File: config.mk
export PLATFORM = sky130hd
export DESIGN_NAME = ntt_cmd_seq_flat
export DESIGN_NICKNAME = d
export VERILOG_FILES = /design/src/rtl/ntt_pkg.sv /design/src/rtl/ntt_cmd_seq_if.sv /design/src/rtl/ntt_cmd_fifo.sv /design/src/rtl/ntt_cmd_seq.sv /design/src/flat_wrapper.sv
export SDC_FILE = /design/constraint.sdc
export NUM_CORES = 1
export LEC_CHECK = 0
export CELL_PAD_IN_SITES_DETAIL_PLACEMENT = 1
export CELL_PAD_IN_SITES_GLOBAL_PLACEMENT = 1
export CORE_MARGIN = 8
export CORE_UTILIZATION = 30
export CTS_BUF_LIST = sky130_fd_sc_hd__clkbuf_4 sky130_fd_sc_hd__clkbuf_8
export DETAILED_ROUTE_END_ITERATION = 16
export PLACE_DENSITY = 0.63
export RECOVER_POWER = 25
export SLEW_MARGIN = 20
export SYNTH_ARGS = -nofsm -noshare
export SYNTH_HDL_FRONTEND = slang
export SYNTH_SLANG_ARGS = --single-unit
export TNS_END_PERCENT = 10
File: constraint.sdc
create_clock -name clk -period 3.2 [get_ports clk]
set_clock_uncertainty 0.05 [all_clocks]
set_input_delay 0.64 -clock clk [delete_from_list [all_inputs] [get_ports clk]]
set_output_delay 0.64 -clock clk [all_outputs]
set_load 0.01 [all_outputs]
File: src/rtl/ntt_pkg.sv
// Shared definitions for the NTT command sequencer: ctrl set_state codes,
// error codes, field widths and the sequencer state encoding.
package ntt_pkg;

    localparam int OP_W   = 3;
    localparam int PMAX_W = 4;

    localparam logic [OP_W-1:0] ST_IDLE  = 3'b000;
    localparam logic [OP_W-1:0] ST_NTT   = 3'b001;
    localparam logic [OP_W-1:0] ST_PWM   = 3'b010;
    localparam logic [OP_W-1:0] ST_INTT  = 3'b011;
    localparam logic [OP_W-1:0] ST_SCALE = 3'b100;

    localparam logic [1:0] ERR_NONE       = 2'b00;
    localparam logic [1:0] ERR_ILLEGAL_OP = 2'b01;
    localparam logic [1:0] ERR_ACK_TMO    = 2'b10;
    localparam logic [1:0] ERR_RUN_TMO    = 2'b11;

    typedef enum logic [2:0] {
        SEQ_IDLE,
        SEQ_ISSUE,
        SEQ_WAIT_ACK,
        SEQ_WAIT_DONE,
        SEQ_REPORT
    } seqState_e;

    typedef struct packed {
        logic [OP_W-1:0]   op;
        logic [PMAX_W-1:0] pmax;
    } cmd_t;

    // Only the four run states of ctrl may be requested by the host.
    function automatic logic isLegalOp(input logic [OP_W-1:0] op);
        return (op >= ST_NTT) && (op <= ST_SCALE);
    endfunction

endpackage

File: src/rtl/ntt_cmd_seq_if.sv
// Host command bus for the NTT command sequencer (valid/ready handshake).
interface ntt_cmd_seq_if;
    import ntt_pkg::*;

    logic              cmd_valid;
    logic [OP_W-1:0]   cmd_op;
    logic [PMAX_W-1:0] cmd_pmax;
    logic              cmd_ready;

    modport master (output cmd_valid, output cmd_op, output cmd_pmax, input cmd_ready);
    modport slave  (input cmd_valid, input cmd_op, input cmd_pmax, output cmd_ready);

endinterface

File: src/rtl/ntt_cmd_fifo.sv
// Small synchronous command FIFO (DEPTH entries of op+pmax) with async reset.
module ntt_cmd_fifo
    import ntt_pkg::*;
#(
    parameter int DEPTH = 4
) (
    input  logic clk,
    input  logic rst,
    input  logic push_i,
    input  cmd_t pushData_i,
    input  logic pop_i,
    output cmd_t popData_o,
    output logic full_o,
    output logic empty_o
);

    localparam int PTR_W = $clog2(DEPTH);
    localparam int CNT_W = $clog2(DEPTH + 1);

    cmd_t             mem [DEPTH];
    logic [PTR_W-1:0] wrPtr_q;
    logic [PTR_W-1:0] rdPtr_q;
    logic [CNT_W-1:0] count_q;
    logic             doPush;
    logic             doPop;

    assign full_o    = (count_q == CNT_W'(DEPTH));
    assign empty_o   = (count_q == '0);
    assign doPush    = push_i && !full_o;
    assign doPop     = pop_i && !empty_o;
    assign popData_o = mem[rdPtr_q];

    always_ff @(posedge clk) begin
        if (doPush) begin
            mem[wrPtr_q] <= pushData_i;
        end
    end

    // DEPTH is a power of two, so the pointers wrap naturally.
    always_ff @(posedge clk or posedge rst) begin
        if (rst) begin
            wrPtr_q <= '0;
            rdPtr_q <= '0;
            count_q <= '0;
        end else begin
            if (doPush) begin
                wrPtr_q <= wrPtr_q + 1'b1;
            end
            if (doPop) begin
                rdPtr_q <= rdPtr_q + 1'b1;
            end
            case ({doPush, doPop})
                2'b10:   count_q <= count_q + 1'b1;
                2'b01:   count_q <= count_q - 1'b1;
                default: count_q <= count_q;
            endcase
        end
    end

endmodule

File: src/rtl/ntt_cmd_seq.sv
// Host-side command initiator for the NTT ctrl FSM: queues opcodes, issues them to
// ctrl, follows cur_state to completion and reports done/err per command.
module ntt_cmd_seq
    import ntt_pkg::*;
#(
    parameter int DEPTH      = 4,
    parameter int START_HOLD = 3,
    parameter int ACK_TMO    = 16,
    parameter int RUN_TMO    = 4096
) (
    input  logic              clk,
    input  logic              rst,
    ntt_cmd_seq_if.slave      cmd,
    input  logic [OP_W-1:0]   ctrl_cur_state_i,
    output logic              ctrl_start_o,
    output logic [OP_W-1:0]   ctrl_set_state_o,
    output logic [PMAX_W-1:0] ctrl_p_max_o,
    output logic              busy_o,
    output logic              done_o,
    output logic [OP_W-1:0]   done_op_o,
    output logic              err_o,
    output logic [1:0]        err_code_o
);

    localparam int ACK_W = $clog2(ACK_TMO + 1);
    localparam int RUN_W = $clog2(RUN_TMO + 1);

    seqState_e         state_q,   state_d;
    logic [OP_W-1:0]   curOp_q,   curOp_d;
    logic [PMAX_W-1:0] pMax_q,    pMax_d;
    logic [ACK_W-1:0]  ackCnt_q,  ackCnt_d;
    logic [RUN_W-1:0]  runCnt_q,  runCnt_d;
    logic              acked_q,   acked_d;
    logic [1:0]        errCode_q, errCode_d;

    logic fifoPop;
    logic fifoFull;
    logic fifoEmpty;
    cmd_t pushData;
    cmd_t head;
    logic curActive;

    assign pushData      = {cmd.cmd_op, cmd.cmd_pmax};
    assign cmd.cmd_ready = !fifoFull;

    ntt_cmd_fifo #(
        .DEPTH(DEPTH)
    ) u_fifo (
        .clk        (clk),
        .rst        (rst),
        .push_i     (cmd.cmd_valid),
        .pushData_i (pushData),
        .pop_i      (fifoPop),
        .popData_o  (head),
        .full_o     (fifoFull),
        .empty_o    (fifoEmpty)
    );

    // The ack counter doubles as the start-hold timer: both start at the first ISSUE cycle.
    always_comb begin
        state_d   = state_q;
        curOp_d   = curOp_q;
        pMax_d    = pMax_q;
        ackCnt_d  = ackCnt_q;
        runCnt_d  = runCnt_q;
        acked_d   = acked_q;
        errCode_d = errCode_q;
        fifoPop   = 1'b0;

        case (state_q)
            SEQ_IDLE: begin
                if (!fifoEmpty) begin
                    fifoPop  = 1'b1;
                    curOp_d  = head.op;
                    ackCnt_d = '0;
                    runCnt_d = '0;
                    acked_d  = 1'b0;
                    if (isLegalOp(head.op)) begin
                        pMax_d    = head.pmax;
                        errCode_d = ERR_NONE;
                        state_d   = SEQ_ISSUE;
                    end else begin
                        errCode_d = ERR_ILLEGAL_OP;
                        state_d   = SEQ_REPORT;
                    end
                end
            end

            SEQ_ISSUE: begin
                if (ackCnt_q != ACK_W'(ACK_TMO)) begin
                    ackCnt_d = ackCnt_q + 1'b1;
                end
                if (ctrl_cur_state_i != ST_IDLE) begin
                    acked_d = 1'b1;
                end
                if (ackCnt_q == ACK_W'(START_HOLD - 1)) begin
                    state_d = SEQ_WAIT_ACK;
                end
            end

            SEQ_WAIT_ACK: begin
                if (ackCnt_q != ACK_W'(ACK_TMO)) begin
                    ackCnt_d = ackCnt_q + 1'b1;
                end
                if (acked_q || (ctrl_cur_state_i != ST_IDLE)) begin
                    state_d = SEQ_WAIT_DONE;
                end else if (ackCnt_q == ACK_W'(ACK_TMO)) begin
                    errCode_d = ERR_ACK_TMO;
                    state_d   = SEQ_REPORT;
                end
            end

            SEQ_WAIT_DONE: begin
                if (runCnt_q != RUN_W'(RUN_TMO)) begin
                    runCnt_d = runCnt_q + 1'b1;
                end
                if (ctrl_cur_state_i == ST_IDLE) begin
                    state_d = SEQ_REPORT;
                end else if (runCnt_q == RUN_W'(RUN_TMO)) begin
                    errCode_d = ERR_RUN_TMO;
                    state_d   = SEQ_REPORT;
                end
            end

            SEQ_REPORT: begin
                state_d = SEQ_IDLE;
            end

            default: begin
                state_d = SEQ_IDLE;
            end
        endcase
    end

    always_ff @(posedge clk or posedge rst) begin
        if (rst) begin
            state_q   <= SEQ_IDLE;
            curOp_q   <= ST_IDLE;
            pMax_q    <= '0;
            ackCnt_q  <= '0;
            runCnt_q  <= '0;
            acked_q   <= 1'b0;
            errCode_q <= ERR_NONE;
        end else begin
            state_q   <= state_d;
            curOp_q   <= curOp_d;
            pMax_q    <= pMax_d;
            ackCnt_q  <= ackCnt_d;
            runCnt_q  <= runCnt_d;
            acked_q   <= acked_d;
            errCode_q <= errCode_d;
        end
    end

    // Outputs decode straight from registers so reset clears them without waiting for a clock.
    assign curActive        = state_q inside {SEQ_ISSUE, SEQ_WAIT_ACK, SEQ_WAIT_DONE};
    assign ctrl_start_o     = (state_q == SEQ_ISSUE);
    assign ctrl_set_state_o = curActive ? curOp_q : ST_IDLE;
    assign ctrl_p_max_o     = pMax_q;
    assign busy_o           = (state_q != SEQ_IDLE) || !fifoEmpty;
    assign done_o           = (state_q == SEQ_REPORT) && (errCode_q == ERR_NONE);
    assign err_o            = (state_q == SEQ_REPORT) && (errCode_q != ERR_NONE);
    assign done_op_o        = (state_q == SEQ_REPORT) ? curOp_q : ST_IDLE;
    assign err_code_o       = err_o ? errCode_q : ERR_NONE;

endmodule
File: src/flat_wrapper.sv
// flat-port wrapper written by rule: the top's interface ports become plain ports
module ntt_cmd_seq_flat import ntt_pkg::*;
#(
    parameter int DEPTH      = 4,
    parameter int START_HOLD = 3,
    parameter int ACK_TMO    = 16,
    parameter int RUN_TMO    = 4096
)
  (clk, rst, ctrl_cur_state_i, ctrl_start_o, ctrl_set_state_o, ctrl_p_max_o, busy_o, done_o, done_op_o, err_o, err_code_o, cmd_cmd_valid, cmd_cmd_op, cmd_cmd_pmax, cmd_cmd_ready);
  ntt_cmd_seq_if cmd_i ();
  input  logic clk;
  input  logic rst;
  input  logic [OP_W-1:0] ctrl_cur_state_i;
  output logic ctrl_start_o;
  output logic [OP_W-1:0] ctrl_set_state_o;
  output logic [PMAX_W-1:0] ctrl_p_max_o;
  output logic busy_o;
  output logic done_o;
  output logic [OP_W-1:0] done_op_o;
  output logic err_o;
  output logic [1:0] err_code_o;
  input wire logic [$bits(cmd_i.cmd_valid)-1:0] cmd_cmd_valid;
  input wire logic [$bits(cmd_i.cmd_op)-1:0] cmd_cmd_op;
  input wire logic [$bits(cmd_i.cmd_pmax)-1:0] cmd_cmd_pmax;
  output wire logic [$bits(cmd_i.cmd_ready)-1:0] cmd_cmd_ready;
  assign cmd_i.cmd_valid = cmd_cmd_valid;
  assign cmd_i.cmd_op = cmd_cmd_op;
  assign cmd_i.cmd_pmax = cmd_cmd_pmax;
  assign cmd_cmd_ready = cmd_i.cmd_ready;
  ntt_cmd_seq #(.DEPTH(DEPTH), .START_HOLD(START_HOLD), .ACK_TMO(ACK_TMO), .RUN_TMO(RUN_TMO)) u_core (.clk(clk), .rst(rst), .cmd(cmd_i), .ctrl_cur_state_i(ctrl_cur_state_i), .ctrl_start_o(ctrl_start_o), .ctrl_set_state_o(ctrl_set_state_o), .ctrl_p_max_o(ctrl_p_max_o), .busy_o(busy_o), .done_o(done_o), .done_op_o(done_op_o), .err_o(err_o), .err_code_o(err_code_o));
endmodule
Yosys cells after proc, flatten, opt, wreduce, memory -nomap -nowiden
Memory sizes are Yosys's and may differ from the RTL's.
Cells that the tools add are included.
Widths: inputs -> output; s select.
{"block": "word_totals", "ff_bits": 38, "latch_bits": 0, "mem_bits_rw": 28, "mem_bits_ro": 0, "inputBits": 13, "elab_cells": 105, "memories": 1}
{"name": "u_core.u_fifo.mem", "words": 4, "width": 7, "rd": 1, "rd_clocked_by_memory_dff": 0, "write_ports": 1, "line": "ntt_cmd_fifo.sv:20", "rtl": "cmd_t mem [DEPTH];"}
{"block": "op_classes", "addsub": 6, "n_mul": 0, "div_mod_pow": 0, "n_lt_le_gt_ge": 2, "eq_ne": 23, "shift": 0, "n_mux": 32, "n_bitwise": 1, "n_reduce_logical": 30}
{"op": "$mux 3", "n": 9}
{"op": "$mux 13", "n": 2}
{"op": "$pmux 13 s2", "n": 1}
{"op": "$add 13x1->13 const B", "n": 1}
{"op": "$eq 13x13->1 const B", "n": 1}
{"op": "$ne 13x13->1 const B", "n": 1}
{"op": "$mux 2", "n": 6}
{"op": "$ne 2x1->1 const B", "n": 6}
{"op": "$pmux 3 s4", "n": 1}
{"op": "$reduce_and 3->1", "n": 4}
{"op": "$reduce_bool 3->1", "n": 4}
{"op": "$mux 5", "n": 2}
{"op": "$pmux 5 s2", "n": 1}
{"op": "$reduce_bool 2->1", "n": 5}
{"op": "$logic_not 3->1", "n": 3}
{"op": "$mux 1", "n": 7}
{"op": "$eq 3x2->1 const B", "n": 2}
{"op": "$eq 3x3->1 const B", "n": 2}
{"op": "$ne 2x2->1 const B", "n": 3}
{"op": "$ne 3x1->1 const B", "n": 2}
{"op": "$pmux 2 s3", "n": 1}
{"op": "$pmux 3 s2", "n": 1}
{"op": "$reduce_and 6->1", "n": 1}
{"op": "$add 5x1->5 const B", "n": 1}
{"op": "other kinds (20)", "n": 27}

Logic depth before layout (Yosys ltp)
{"block": "logic_depth", "depth_word": 6, "mapped_depth": 11}

Hierarchy
From an unflattened synthesis, not the netlist that was laid out.
{"block": "unflattened", "cells_unflattened": 283, "area_unflattened_um2": 3370.7}
{"mod": "ntt_cmd_seq", "n_inst": 1, "cells_each": 208, "area_per_inst_um2": 1916.8}
{"mod": "ntt_cmd_fifo", "n_inst": 1, "cells_each": 75, "area_per_inst_um2": 1453.9}

Worst setup path before layout
No wires, ideal clock.
{"block": "synth_timing", "path_type": "register -> register", "startpoint": "register u_core.state_q[2]", "endpoint": "register u_core.u_fifo.count_q[2]", "setup_time_ns": 0.079, "t_arrival_ns": 2.330, "path_slack_ns": 0.740, "path_stages_with_launch": 12, "n_path_buf": 2, "period_less_slack_ns": 2.460, "path_cell_list": "dfrtp_1 clkbuf_1 nor3_1 nand2_1 inv_4 clkbuf_1 ha_1 inv_1 fa_1 xor2_1 nor2_1 xor2_1"}
{"block": "synth_via", "elab_chain_cells": 5, "word_cells_on_any_way": 7}
{"item": "start, declared", "line": "ntt_cmd_seq.sv:28", "rtl": "seqState_e state_q, state_d;"}
{"item": "start signal, assigned", "line": "ntt_cmd_seq.sv:145", "rtl": "state_q <= state_d;"}
{"item": "$logic_not 3->1 *", "line": "ntt_cmd_seq.sv:70", "rtl": "case (state_q)"}
{"item": "$mux 1 *", "line": "ntt_cmd_seq.sv:70"}
{"item": "named net u_core.fifoPop", "line": "ntt_cmd_seq.sv:36", "rtl": "logic fifoPop;"}
{"item": "$logic_and 1x1->1 *", "line": "ntt_cmd_fifo.sv:30", "rtl": "assign doPop = pop_i && !empty_o;"}
{"item": "$eq 2x1->1 / $eq 2x2->1 (equally long branches)", "line": "ntt_cmd_fifo.sv:52", "rtl": "case ({doPush, doPop})"}
{"item": "$pmux 3 s2 / $reduce_bool 2->1 (equally long branches)"}
{"item": "end signal, assigned", "line": "ntt_cmd_fifo.sv:53", "rtl": "2'b10: count_q <= count_q + 1'b1;"}
{"item": "end signal, assigned", "line": "ntt_cmd_fifo.sv:54", "rtl": "2'b01: count_q <= count_q - 1'b1;"}
{"item": "end signal, assigned", "line": "ntt_cmd_fifo.sv:55", "rtl": "default: count_q <= count_q;"}
{"item": "end, declared", "line": "ntt_cmd_fifo.sv:23", "rtl": "logic [CNT_W-1:0] count_q;"}
Mark *: on every way through the listed nets, which the timed path passes. The rest lies on a longest branch.
A chain may end at the register's enable or synchronous reset.

Worst setup path after layout
{"block": "layout_timing", "startpoint": "register u_core.state_q[0]", "endpoint": "output port done_o"}
{"block": "layout_via", "elab_chain_cells": 2}
{"item": "$eq 3x3->1", "line": "ntt_cmd_seq.sv:161", "rtl": "assign done_o = (state_q == SEQ_REPORT) && (errCode_q == ERR_NONE);"}
{"item": "$logic_and 1x1->1", "line": "ntt_cmd_seq.sv:161"}
{"item": "end, declared", "line": "flat_wrapper.sv:18", "rtl": "output logic done_o;"}
Every way passes these cells.

==> impl_results.rst <==
.. list-table::
   :header-rows: 1

   * - Metric
     - Value
   * - Chip Height
     - 121 um
   * - Part of the total power dissipated in the clock network
     - 20.6%
   * - Cell Rows
     - 38
   * - Commonest cells after routing, fill and taps aside
     - sky130_fd_sc_hd__dfrtp_1, sky130_fd_sc_hd__edfxtp_1, sky130_fd_sc_hd__nand2_1, sky130_fd_sc_hd__clkdlybuf4s50_1
   * - Status
     - finished, violations left
   * - Global-route wire length before repair
     - 12400 um
   * - Synthesized flop and latch total
     - 66
   * - Count of flip-flops with a built-in enable after synthesis
     - 28
   * - Core area
     - 10800 um^2
   * - DPL Wire Length
     - 5280 um
   * - Initial Util
     - 30.5%
   * - Met2 routed wirelength
     - 3690 um
   * - Synth Instances
     - 268
   * - CTS tree
     - yes
   * - Combinational Power Share
     - 41.1%
   * - Post-synthesis average cell area
     - 12.3 um^2
   * - Slew Viols, Final
     - 39
   * - Register share of total power
     - 38.3%
   * - # placed instances
     - 430
   * - Global-route usage over all layers
     - 10.8%
   * - Cell count of the worst hold path
     - 1
   * - Final Hold Vio Count
     - 0
   * - Critical path fanouts, max
     - 13
   * - Average via count per standard cell
     - 5.11
   * - Area added between synthesis and finish
     - 19.6%
   * - Avg WL per Cell
     - 16.6 um
   * - Multi-input gate area in the final layout
     - 1400 um^2
   * - Final wirelength
     - 7420 um
   * - Asr flop ratio synth
     - 57.6%
   * - Post-detailed-placement cell area
     - 3740 um^2
   * - Slew at the pin with the worst max-slew slack
     - 2.19 ns
   * - Violations in the final reports
     - capacitance limit, slew limit
   * - Area occupied by registers
     - 1790 um^2
   * - Endpoint of the worst-slack reg-to-reg timing path
     - u_core.u_fifo.count_q[2]$_DFFE_PP0P_
   * - Clock input transition at the sequential cells of the worst setup and hold paths
     - 0.08 ns
   * - Setup repair bufs after CTS
     - 0
   * - Primary FF master, synth
     - sky130_fd_sc_hd__dfrtp_1
   * - Critical Path RT
     - 2.51 ns
   * - Final clock period utilization by the worst path
     - 90.1%
   * - Filler-free cell count of the finished design
     - 446
   * - Switching power
     - 0.00138 W
   * - Quantity of gates resized following cts
     - 0
   * - Unrepaired setup endpoints after global routing
     - false
   * - Root buffer cell
     - sky130_fd_sc_hd__clkbuf_8
   * - Worst min-delay path endpoint
     - u_core.acked_q$_DFFE_PP0P_
   * - Final Instance Area
     - 3940 um^2
   * - Highest achievable clock rate
     - 347 MHz
   * - Worst Setup Path Type
     - reg -> out
   * - Worst IR Drop VDD
     - 0.000319 V
   * - Number of iterations in the first detailed-routing pass
     - 4
   * - Number of antenna violations at the first check in global routing
     - 0
   * - M1 wire length
     - 3390 um
   * - Reg2reg setup slack
     - 0.74 ns
   * - Most common cell after layout, fill and taps aside
     - sky130_fd_sc_hd__dfrtp_1
   * - Final critical path time including I/O delays and setup
     - 2.88 ns
   * - Count of distinct cell types in the synthesized netlist
     - 54
   * - Number of top-level design ports
     - 30
   * - H-Tree Level Count
     - 3
   * - Endpoint kind of the worst setup timing path
     - output port
   * - Worst Reg-to-Reg Cells
     - 9
   * - Number of buffers added by the clock tree synthesis step
     - 9
   * - DR DRC count
     - 0
   * - Clock insertion delay at the later pin of the skew report
     - 0.35 ns
   * - Relative slew slack
     - -46.0%
   * - Yosys warns
     - 0
   * - Kind of launch point of the worst setup path
     - flip-flop
   * - Routability-driven placement congestion ratio
     - 0.726
   * - Global route overflow
     - 0
   * - Total Nets Final
     - 325
   * - Routed wl met3
     - 202 um
   * - Fraction of the yosys area taken by sequential cells
     - 54.4%
   * - Internal power of the cells
     - 0.00220 W
   * - ANT cells
     - 0
   * - Final ANT Viol Nets
     - 0
   * - Setup total negative slack
     - 0 ns
   * - Power per cell area
     - 908 nW/um^2
   * - Crit Reg-Reg Startpoint
     - u_core.state_q[0]$_DFFE_PP0P_
   * - X dimension of the die
     - 121 um
   * - Layout Utilization
     - 36.5%
   * - Leakage power total
     - 1.54 nW
   * - Combined area of all synthesized cells
     - 3300 um^2
   * - Number of buffers on the longest clock path
     - 2
   * - Max capacitance violation total
     - 1
   * - Maximum number of pins on one net before global-route repair
     - 39
   * - Vias in the first global route
     - 2426
   * - Share of layout cells above drive strength 1
     - 10.8%
   * - DR top layer
     - met4
   * - 1st-iter DRT viols
     - 67
   * - Setup Viol. Count Final
     - 0
   * - Total number of vias
     - 2277
   * - Hold_buf cts
     - 0
   * - Number of clock sinks
     - 66
   * - Synthesized Nets
     - 292
   * - Hold_sp
     - u_core.acked_q$_DFFE_PP0P_
   * - Input/output buffers
     - 29
   * - Endpoint arrival time on the critical path
     - 2.19 ns
   * - Die Outline Area
     - 14600 um^2
   * - Layout filler cell count
     - 1169
   * - Proportion of total power due to net switching
     - 38.5%
   * - Class of the worst hold path
     - reg -> reg
## synth_stat cells (7+ instances only)
master,number,area (um^2)
sky130_fd_sc_hd__ha_1,10,125
sky130_fd_sc_hd__or4_1,9,67.6
sky130_fd_sc_hd__nor4b_1,7,61.3
sky130_fd_sc_hd__and3_1,10,62.6
sky130_fd_sc_hd__clkbuf_1,7,26.3
sky130_fd_sc_hd__o31ai_1,10,75.1
sky130_fd_sc_hd__dfrtp_1,38,951
sky130_fd_sc_hd__nor2_1,7,26.3
sky130_fd_sc_hd__xnor2_1,8,70.1
sky130_fd_sc_hd__nand2_1,24,90.1
sky130_fd_sc_hd__edfxtp_1,28,841
sky130_fd_sc_hd__a21oi_1,13,65.1
sky130_fd_sc_hd__inv_1,13,48.8
## sequential cells by signal, indices dropped and copies added, names as in the netlist
register               flops
u_core.ackCnt_q            5
u_core.errCode_q           2
u_core.curOp_q             3
u_core.u_fifo.wrPtr_q      2
u_core.u_fifo.count_q      3
u_core.ctrl_p_max_o        4
u_core.runCnt_q           13
u_core.u_fifo.mem         28
u_core.acked_q             1
u_core.state_q             3
u_core.u_fifo.rdPtr_q      2
## how the worst max path moves through the flow
stage | start | end | slack (ns) | cells past startpoint
finish | u_core.state_q[0]$_DFFE_PP0P_ | done_o | 0.32 | 4
global route | rst | u_core.u_fifo.wrPtr_q[0]$_DFFE_PP0P_ | 0.07 | 3
CTS | u_core.state_q[0]$_DFFE_PP0P_ | done_o | 0.26 | 4
detailed placement | cmd_cmd_valid | u_core.u_fifo.count_q[2]$_DFFE_PP0P_ | 0.62 | 9
global placement | cmd_cmd_valid | u_core.u_fifo.count_q[2]$_DFFE_PP0P_ | 0.68 | 9
floorplan | u_core.state_q[2]$_DFFE_PP0P_ | u_core.u_fifo.count_q[2]$_DFFE_PP0P_ | 0.74 | 11
## metrics by stage
step / total power, W / setup WS [ns] / hold WS, ns
4_1_cts: 0.00364 / 0.257 / 0.462
3_3_place_gp: 0.00283 / 0.681 / 0.430
3_5_place_dp: 0.00289 / 0.619 / 0.435
6_report: 0.00358 / 0.317 / 0.460
5_1_grt: 0.00384 / 0.0732 / 0.491
2_1_floorplan: 0.00239 / 0.740 / 0.402
## power by group through the flow
stage	sequential, W	clock [W]	combinational, W
finish	0.00137	0.000739	0.00147
global route	0.00141	0.000792	0.00163
CTS	0.00137	0.000760	0.00151
detailed placement	0.00139	0	0.00150
global placement	0.00137	0	0.00146
floorplan	0.00126	0	0.00113
## area by class of cell
type | count | share of cell area (%)
multi-input cells | 177 | 35.5
inverters | 14 | 1.40
repair buffers | 33 | 8.03
well taps | 140 | 4.44
clock buffers | 9 | 3.14
clock inverters | 7 | 2.06
flip-flops and latches | 66 | 45.5
## layer usage
metal	up-vias	global-route usage [%]
met2	28	18.0
li1	1082	-
met3	11	2.38
met1	1156	12.9
met5	-	0
met4	0	5.46
## kinds of logic after synthesis
family	after synthesis	synth area share, %
adder cells (fa/ha/maj)	11	4.40
AO/OA/AOI/OAI	39	7.97
flip-flops	66	54.4
multiplexers	17	8.92
XOR/XNOR	10	2.66
AND/OR/NAND/NOR	100	18.5
buffers and inverters	25	3.23
## critical path, cell delays in order, from the launching register on
cell	delay [ns]
sky130_fd_sc_hd__dfrtp_1	0.54
sky130_fd_sc_hd__nor2_2	0.42
sky130_fd_sc_hd__nand2_1	0.14
sky130_fd_sc_hd__nor3_1	0.17
sky130_fd_sc_hd__clkdlybuf4s50_1	0.57
(Power assumes the default switching activity.)
